$ cat config.mk
export PLATFORM = sky130hd
export DESIGN_NAME = sadd_serial
export DESIGN_NICKNAME = d
export VERILOG_FILES = /design/src/rtl/sadd_pkg.sv /design/src/rtl/sadd_chunk.sv /design/src/rtl/sadd_serial.sv
export SDC_FILE = /design/constraint.sdc
export NUM_CORES = 1
export LEC_CHECK = 0
export ABC_AREA = 1
export BUFFER_PORTS_ARGS = -buffer_cell sky130_fd_sc_hd__buf_2
export CAP_MARGIN = 20
export CORE_ASPECT_RATIO = 1.5
export CORE_MARGIN = 3
export CORE_UTILIZATION = 29
export DETAILED_ROUTE_END_ITERATION = 12
export PLACE_DENSITY = 0.47
export SKIP_LAST_GASP = 1
export SLEW_MARGIN = 20
export SYNTH_ARGS = -nofsm -noshare
export SYNTH_HDL_FRONTEND = slang
export SYNTH_SLANG_ARGS = --single-unit
$ cat constraint.sdc
create_clock -name clk -period 7.1 [get_ports clk]
set_input_delay 0.71 -clock clk [delete_from_list [all_inputs] [get_ports clk]]
set_output_delay 0.71 -clock clk [all_outputs]
set_load 0.01 [all_outputs]
$ cat src/rtl/sadd_pkg.sv
// Shared definitions for the serial signed adder: FSM state encoding and
// helpers deriving and validating the chunk count.
package sadd_pkg;

  localparam logic [1:0] ST_IDLE = 2'd0;
  localparam logic [1:0] ST_RUN  = 2'd1;
  localparam logic [1:0] ST_DONE = 2'd2;

  typedef enum logic [1:0] {
    IDLE = ST_IDLE,
    RUN  = ST_RUN,
    DONE = ST_DONE
  } state_e;

  function automatic bit sadd_chunk_ok(input int width, input int chunk);
    return (chunk >= 1) && (width >= chunk) && ((width % chunk) == 0);
  endfunction

  // Guarded so an illegal CHUNK still elaborates far enough to report the error.
  function automatic int sadd_nchunk(input int width, input int chunk);
    return (chunk >= 1) ? (width / chunk) : 1;
  endfunction

endpackage

$ cat src/rtl/sadd_chunk.sv
// CHUNK-bit ripple-carry adder built from 1-bit full adders; also exposes the
// carry into its top bit so the caller can derive signed overflow.
module sadd_chunk #(
  parameter int CHUNK = 3
) (
  input  logic [CHUNK-1:0] a,
  input  logic [CHUNK-1:0] b,
  input  logic             cin,
  output logic [CHUNK-1:0] s,
  output logic             cout,
  output logic             c_msb
);

  logic [CHUNK:0] cv;

  // Ripple the carry through one full adder per bit.
  always_comb begin
    cv    = '0;
    s     = '0;
    cv[0] = cin;
    for (int i = 0; i < CHUNK; i++) begin
      s[i]    = a[i] ^ b[i] ^ cv[i];
      cv[i+1] = (a[i] & b[i]) | (cv[i] & (a[i] ^ b[i]));
    end
  end

  assign cout  = cv[CHUNK];
  assign c_msb = cv[CHUNK-1];

endmodule

$ cat src/rtl/sadd_serial.sv
// Chunk-serial signed add/subtract with optional saturation: one sadd_chunk
// is reused for NCHUNK cycles, then the result is published with a done pulse.
module sadd_serial
  import sadd_pkg::*;
#(
  parameter int WIDTH = 12,
  parameter int CHUNK = 3
) (
  input  logic             clk,
  input  logic             rst,
  input  logic             start,
  input  logic             sub,
  input  logic             sat,
  input  logic [WIDTH-1:0] a,
  input  logic [WIDTH-1:0] b,
  output logic             busy,
  output logic             done,
  output logic [WIDTH-1:0] sum,
  output logic             overflow
);

  localparam int NCHUNK = sadd_nchunk(WIDTH, CHUNK);
  localparam int IDXW   = (NCHUNK > 1) ? $clog2(NCHUNK) : 1;
  localparam logic [IDXW-1:0] LAST_IDX = IDXW'(NCHUNK - 1);

  if (!sadd_chunk_ok(WIDTH, CHUNK)) begin : g_bad_cfg
    $error("sadd_serial: WIDTH must be a positive multiple of CHUNK");
  end

  state_e          state_q, state_d;
  logic [WIDTH-1:0] a_q, a_d, b_q, b_d, acc_q, acc_d, sum_q, sum_d;
  logic [IDXW-1:0]  idx_q, idx_d;
  logic             sat_q, sat_d, carry_q, carry_d;
  logic             ovf_q, ovf_d, done_q, done_d;

  logic [CHUNK-1:0] ch_a_s, ch_b_s, ch_s_s;
  logic             ch_cout_s, ch_cmsb_s;
  logic [WIDTH-1:0] wrap_s, sat_val_s;
  logic             ovf_s, last_s, accept_s;
  int               base_s;

  assign base_s = int'(idx_q) * CHUNK;
  assign ch_a_s = a_q[base_s +: CHUNK];
  assign ch_b_s = b_q[base_s +: CHUNK];
  assign last_s = (idx_q == LAST_IDX);
  assign accept_s = start && (state_q != RUN);

  sadd_chunk #(.CHUNK(CHUNK)) u_chunk (
    .a     (ch_a_s),
    .b     (ch_b_s),
    .cin   (carry_q),
    .s     (ch_s_s),
    .cout  (ch_cout_s),
    .c_msb (ch_cmsb_s)
  );

  // Full wrapped result as it will look once the final chunk lands.
  always_comb begin
    wrap_s = acc_q;
    wrap_s[base_s +: CHUNK] = ch_s_s;
  end

  // Overflow can only push toward a's sign, so a's MSB picks the clamp rail.
  assign ovf_s     = ch_cmsb_s ^ ch_cout_s;
  assign sat_val_s = {a_q[WIDTH-1], {(WIDTH-1){~a_q[WIDTH-1]}}};

  // State sequencing.
  always_comb begin
    state_d = state_q;
    case (state_q)
      IDLE: if (start) state_d = RUN;  else state_d = IDLE;
      RUN:  if (last_s) state_d = DONE; else state_d = RUN;
      DONE: if (start) state_d = RUN;  else state_d = IDLE;
      default: state_d = IDLE;
    endcase
  end

  // Operand capture, chunk accumulation and result publication.
  always_comb begin
    a_d     = a_q;
    b_d     = b_q;
    sat_d   = sat_q;
    carry_d = carry_q;
    idx_d   = idx_q;
    acc_d   = acc_q;
    sum_d   = sum_q;
    ovf_d   = ovf_q;
    done_d  = 1'b0;
    if (accept_s) begin
      a_d     = a;
      b_d     = b ^ {WIDTH{sub}};
      sat_d   = sat;
      carry_d = sub;
      idx_d   = '0;
    end else if (state_q == RUN) begin
      acc_d[base_s +: CHUNK] = ch_s_s;
      carry_d = ch_cout_s;
      idx_d   = idx_q + IDXW'(1);
      if (last_s) begin
        ovf_d  = ovf_s;
        sum_d  = (sat_q && ovf_s) ? sat_val_s : wrap_s;
        done_d = 1'b1;
      end else begin
        done_d = 1'b0;
      end
    end else begin
      done_d = 1'b0;
    end
  end

  // State and datapath registers.
  always_ff @(posedge clk or posedge rst) begin
    if (rst) begin
      state_q <= IDLE;
      a_q     <= '0;
      b_q     <= '0;
      sat_q   <= 1'b0;
      carry_q <= 1'b0;
      idx_q   <= '0;
      acc_q   <= '0;
      sum_q   <= '0;
      ovf_q   <= 1'b0;
      done_q  <= 1'b0;
    end else begin
      state_q <= state_d;
      a_q     <= a_d;
      b_q     <= b_d;
      sat_q   <= sat_d;
      carry_q <= carry_d;
      idx_q   <= idx_d;
      acc_q   <= acc_d;
      sum_q   <= sum_d;
      ovf_q   <= ovf_d;
      done_q  <= done_d;
    end
  end

  assign busy     = (state_q == RUN);
  assign done     = done_q;
  assign sum      = sum_q;
  assign overflow = ovf_q;

endmodule

=== Yosys cells after proc, flatten, opt, wreduce, memory -nomap -nowiden ===
Index checks and enable logic that the tools add are counted.

* Bits in registers: 56
* Input port bits: 29
* Output and inout port bits: 15
* Word-level logic and storage cells: 59

* $add $sub $neg: 2
* Multipliers: 1
* Equality and inequality tests: 4
* Shift operators: 4
* Multiplexer cells: 12
* Bitwise operators: 19
* Reduce and logical (&&, ||, !) cells: 7

{| class="wikitable"
|+ Operator list
! cell !! count
|-
| negator 4 -> 33 bit || 1
|-
| variable shift 3 x 33 -> 12 bit, first input constant || 1
|-
| indexed part select 3 x 33 -> 12 bit || 1
|-
| indexed part select 12 x 5 -> 3 bit || 2
|-
| bitwise mux 12 bit || 1
|-
| two-way mux 12 bit || 1
|-
| XOR 12 bit || 1
|-
| XOR 1 bit || 7
|-
| AND 1 bit || 6
|-
| two-way mux 1 bit || 6
|-
| two-way mux 2 bit || 3
|-
| == test 2 bit, second input constant || 2
|-
| multiplier 2 x 2 -> 4 bit, second input constant || 1
|-
| one-hot mux 2 bit (2 select lines) || 1
|-
| bitwise OR 1 bit || 3
|-
| AND reduction 3 bit || 1
|-
| adder 2 x 1 -> 2 bit, second input constant || 1
|-
| == test 2 x 1 -> 1 bit, second input constant || 1
|-
| logical AND 1 bit || 2
|-
| zero test 2 bit || 1
|-
| inequality test 2 x 1 -> 1 bit, second input constant || 1
|-
| inverter 1 bit || 2
|-
| AND reduction 2 bit || 1
|-
| nonzero test 2 bit || 1
|-
| OR reduction 2 bit || 1
|}

=== Longest topological paths before layout ===
* Depth after elaboration: 12
* Gate-level depth with buffers: 16

=== Hierarchy ===
Synthesis repeated with hierarchy kept, for this count alone.

* Cells, all modules: 350
* Area total of the unflattened synthesis: 2965.3 um2

{| class="wikitable"
|+ Modules (own cells, without submodules)
! module !! instances !! cells an instance !! area an instance (um2)
|-
| sadd_serial || 1 || 339 || 2875.3
|-
| sadd_chunk || 1 || 11 || 90.1
|}

=== Worst setup path after synthesis ===
OpenSTA, ideal clock, no wires.

* Path kind: register -> register
* From: register idx_q[0]
* To: register sum_q[11], in the netlist sum[11]
* Arrival: 2.861 ns
* Data required time: 6.984 ns
* Slack: 4.122 ns
* Cell stages (with the launch flop): 16
* Path buffers: 3
* Period minus slack after synthesis: 2.978 ns
* Cells stage by stage: dfrtp_1 > buf_2 > inv_2 > buf_2 > nor2_1 > o22ai_1 > fa_1 > fa_1 > fa_1 > inv_1 > nand2_1 > nand3_1 > buf_2 > o211ai_1 > nand2_1 > nand2_1

* Longest elaborated chain between the ends: 12
* Elaborated cells on any way between the ends: 27

{| class="wikitable"
|+ RTL lines
! what !! line !! RTL
|-
| start: declaration || sadd_serial.sv:32 || <nowiki>logic [IDXW-1:0] idx_q, idx_d;</nowiki>
|-
| start signal: assignment || sadd_serial.sv:130 || <nowiki>idx_q <= idx_d;</nowiki>
|-
| branches (longest 12 deep; another with multiplier 2 x 2 -> 4 bit) || - ||
|-
| end signal: assignment || sadd_serial.sv:132 || <nowiki>sum_q <= sum_d;</nowiki>
|-
| end: declaration || sadd_serial.sv:31 || <nowiki>logic [WIDTH-1:0] a_q, a_d, b_q, b_d, acc_q, acc_d, sum_q, sum_d;</nowiki>
|}

Several ways; the timed one is not identified.
A chain may end at the register's enable or synchronous reset.

=== Worst setup path after layout ===
Ends and elaborated chain as after synthesis.

==> impl_metrics.env <==
export IMPL_io_buffers=43
export IMPL_slowest_stage="dfrtp_1"
export IMPL_maxCapViolCount=0
export IMPL_cts_buffers=5
export IMPL_timing_hold_violations_final=0
export IMPL_crit_type="reg2reg"
export IMPL_drt_wl_total_um=6410
export IMPL_grt_setup_unrepaired="false"
export IMPL_setup_tns_ns=0
export IMPL_min_path_type="reg2reg"
export IMPL_synth_area_top_cells="dfrtp_1 47%, nand2_1 12%, nor2_1 3.5%"
export IMPL_avgViaCountPerCell=4.49
export IMPL_setup_violations=0
export IMPL_critical_path_top_delay_family="adder cells"
export IMPL_clkSlewWorstSetupHoldPaths_ns=0.07
export IMPL_top_level_ports=44
export IMPL_wire_per_inst_um=13.1
export IMPL_cts_sinks=56
export IMPL_synth_nets=376
export IMPL_place_congestion=0.792
export IMPL_hold_path_depth=2
export IMPL_crit_chain="inv_2 -> o21ai_0 -> o22ai_1 -> fa_1 -> fa_1 -> fa_1 -> inv_1 -> nand2_1 -> nand3_1 -> o211ai_1 -> nand2_1 -> nand2_1"
export IMPL_ctsResizeCount=0
export IMPL_leakagePower_nw=1.65
export IMPL_yosys_warnings=0
export IMPL_num_antenna_cells=0
export IMPL_ir_drop_mv=0.194
export IMPL_synth_top_area_share_pct=47.3
export IMPL_first_pass_iters=4
export IMPL_ff2ff_path_depth=12
export IMPL_drive_above_1_share_pct=22.9
export IMPL_arrival_ns=3.86
export IMPL_syn_cell_area_um2=2970
export IMPL_fmax_mhz=272
export IMPL_required_ns=7.29
export IMPL_syn_inst=338
export IMPL_ant_nets=0
export IMPL_ys_seq_elements=56
export IMPL_nNetsFinal=413
export IMPL_synthToLayoutAreaGrowth_pct=14.9
export IMPL_start_util_pct=30.1
export IMPL_htreeDepth=2
export IMPL_fin_crit_sh_pct=51.7
export IMPL_end_kind="register"
export IMPL_p_sw_share_pct=43.2
export IMPL_yosys_area_top_type="dfrtp_1"
export IMPL_syn_avg_cell_area_um2=8.77
export IMPL_drc=0
export IMPL_die_area_um2=11500
export IMPL_synth_seq_area_share_pct=47.3
export IMPL_final_max_slew_viol_count=0
export IMPL_cts_setup_buffers=0
export IMPL_core_area_um2=9850
export IMPL_period_minus_slack_ns=3.67
export IMPL_p_comb_share_pct=49.4
export IMPL_hold_buffers=0
export IMPL_grtUsageTotal_pct=12.3
export IMPL_critical_path_buf_inv_count=2
export IMPL_powerDensity_nw_per_um2=506
export IMPL_outcome="complete, no violations"
export IMPL_post_dp_hpwl_um=4700
export IMPL_synthDistinctLibCells=34
export IMPL_worst_path_max_fanout=21
export IMPL_grt_overflow=0
export IMPL_finClkSkew_ns=0.00654
export IMPL_clock_path_buffers=2
export IMPL_vias=2207
export IMPL_grt_pass1_wl_um=10900
export IMPL_cpPeakStageDelay_ns=0.77
export IMPL_relSlewSlack_pct=50.8
export IMPL_layout_common_cells="95 x nand2_1, 56 x dfrtp_1, 43 x buf_2"
export IMPL_seq_power_share_pct=33.1
export IMPL_insertion_delay_ns=0.30
export IMPL_worstMarginPinSlew_ns=0.738
export IMPL_cts_tree="done"
export IMPL_num_rows=44
export IMPL_layout_cells_most_common="nand2_1"
export IMPL_clkPwrFrac_pct=17.4
export IMPL_p_sw_mw=0.745
export IMPL_cp_start_kind="register"
export IMPL_antenna_found_initial=0
export IMPL_die_h_um=130
export IMPL_path_depth=12
export IMPL_finalPower_mw=1.72
export IMPL_grt_pass1_vias=2228
export IMPL_drt_initial_drc_count=137
export IMPL_die_x_um=88.6
export IMPL_grt_max_degree=57
export IMPL_cts_root_buffer_cell="clkbuf_16"
export IMPL_intPower_mw=0.979
final timing paths:
kind	from	end	slack, ns
hold / removal	a_q[9]	a_q[9]	0.48
min in group asynchronous	rst	b_q[10]	0.60
setup reg to reg	idx_q[0]	sum[11]	3.43
hold reg to reg	a_q[9]	a_q[9]	0.48
setup / recovery	idx_q[0]	sum[11]	3.43
max in group asynchronous	rst	sum[8]	6.00
routing by layer:
metal	wire [µm]	part of all wire, %	global-route usage (%)	vias up
met5	0	0	0	-
met4	113	1.8	4.54	0
met3	169	2.6	2.15	8
met2	3480	54	21.9	25
met1	2650	41	14.6	1026
li1	-	-	-	1148
sequential cells by signal, summed over array words and instances (netlist names):
register  count
sat_q         1
sum          12
carry_q       1
acc_q        12
done          1
a_q          12
idx_q         2
overflow      1
state_q       2
b_q          12
cell families (layout without fill, tap and decap cells):
| kind of cell | after synthesis | in the layout | synth area share [%] |
|---|---|---|---|
| AND/OR/NAND/NOR | 150 | 150 | 21.7 |
| flip-flops | 56 | 56 | 47.3 |
| XOR/XNOR | 12 | 12 | 3.54 |
| adder cells (fa/ha/maj) | 9 | 9 | 4.56 |
| AO/OA/AOI/OAI | 65 | 65 | 15.1 |
| buffers and inverters | 46 | 84 | 7.89 |
final cells by class:
class	count	area, µm²
clock buffer	7	153
clock inverter	1	30.0
fill	1053	6450
inverter	32	128
multi-input combinational	236	1330
sequential	56	1400
tap	115	144
timing repair buffer	44	223
stage by stage:
stage | instance area (µm²) | std cells | utilization, % | hold WS, ns | setup slack (ns)
2_1_floorplan | 2970 | 338 | - | 0.437 | 4.12
4_1_cts | 3410 | 491 | 34.6 | 0.481 | 3.41
5_1_grt | 3410 | 491 | 34.6 | 0.520 | 3.10
6_report | 3410 | 491 | 34.6 | 0.476 | 3.43
3_5_place_dp | 3230 | 483 | 32.7 | 0.462 | 3.44
3_3_place_gp | 3230 | 483 | 32.7 | 0.464 | 3.50
worst min-delay path: stages (launching register included):
cell,delay (ns)
dfrtp_1,0.35
nand2_1,0.05
nand2_1,0.04
cell usage after synthesis:
cell type	count
nand2_1	95
dfrtp_1	56
nor2_1	28
inv_1	24
o21ai_0	14
o21ai_2	12
xnor2_1	12
nand3_1	9
or2_1	9
o22ai_1	8
buf_2	7
o21ai_1	7
a31oi_1	6
ha_1	6
inv_2	6
a21oi_2	5
buf_6	5
o21bai_1	5
a21boi_1	4
fa_1	3
a21boi_2	2
o211ai_1	2
or2_0	2
buf_4	1
clkbuf_4	1
inv_4	1
inv_6	1
nand2_2	1
nand2_4	1
nand4_1	1
nor2_2	1
nor2_4	1
nor2_8	1
or2_2	1
power by group through the flow:
stage                     combinational [mW]  sequential, mW  clock (mW)
after floorplan                        0.688           0.557           0
final                                  0.852           0.571       0.301
after global placement                 0.857           0.579           0
after global routing                   0.983           0.596       0.322
after detailed placement               0.871           0.581           0
after CTS                              0.874           0.575       0.310
Note: power is estimated with default switching activity, not from simulation.
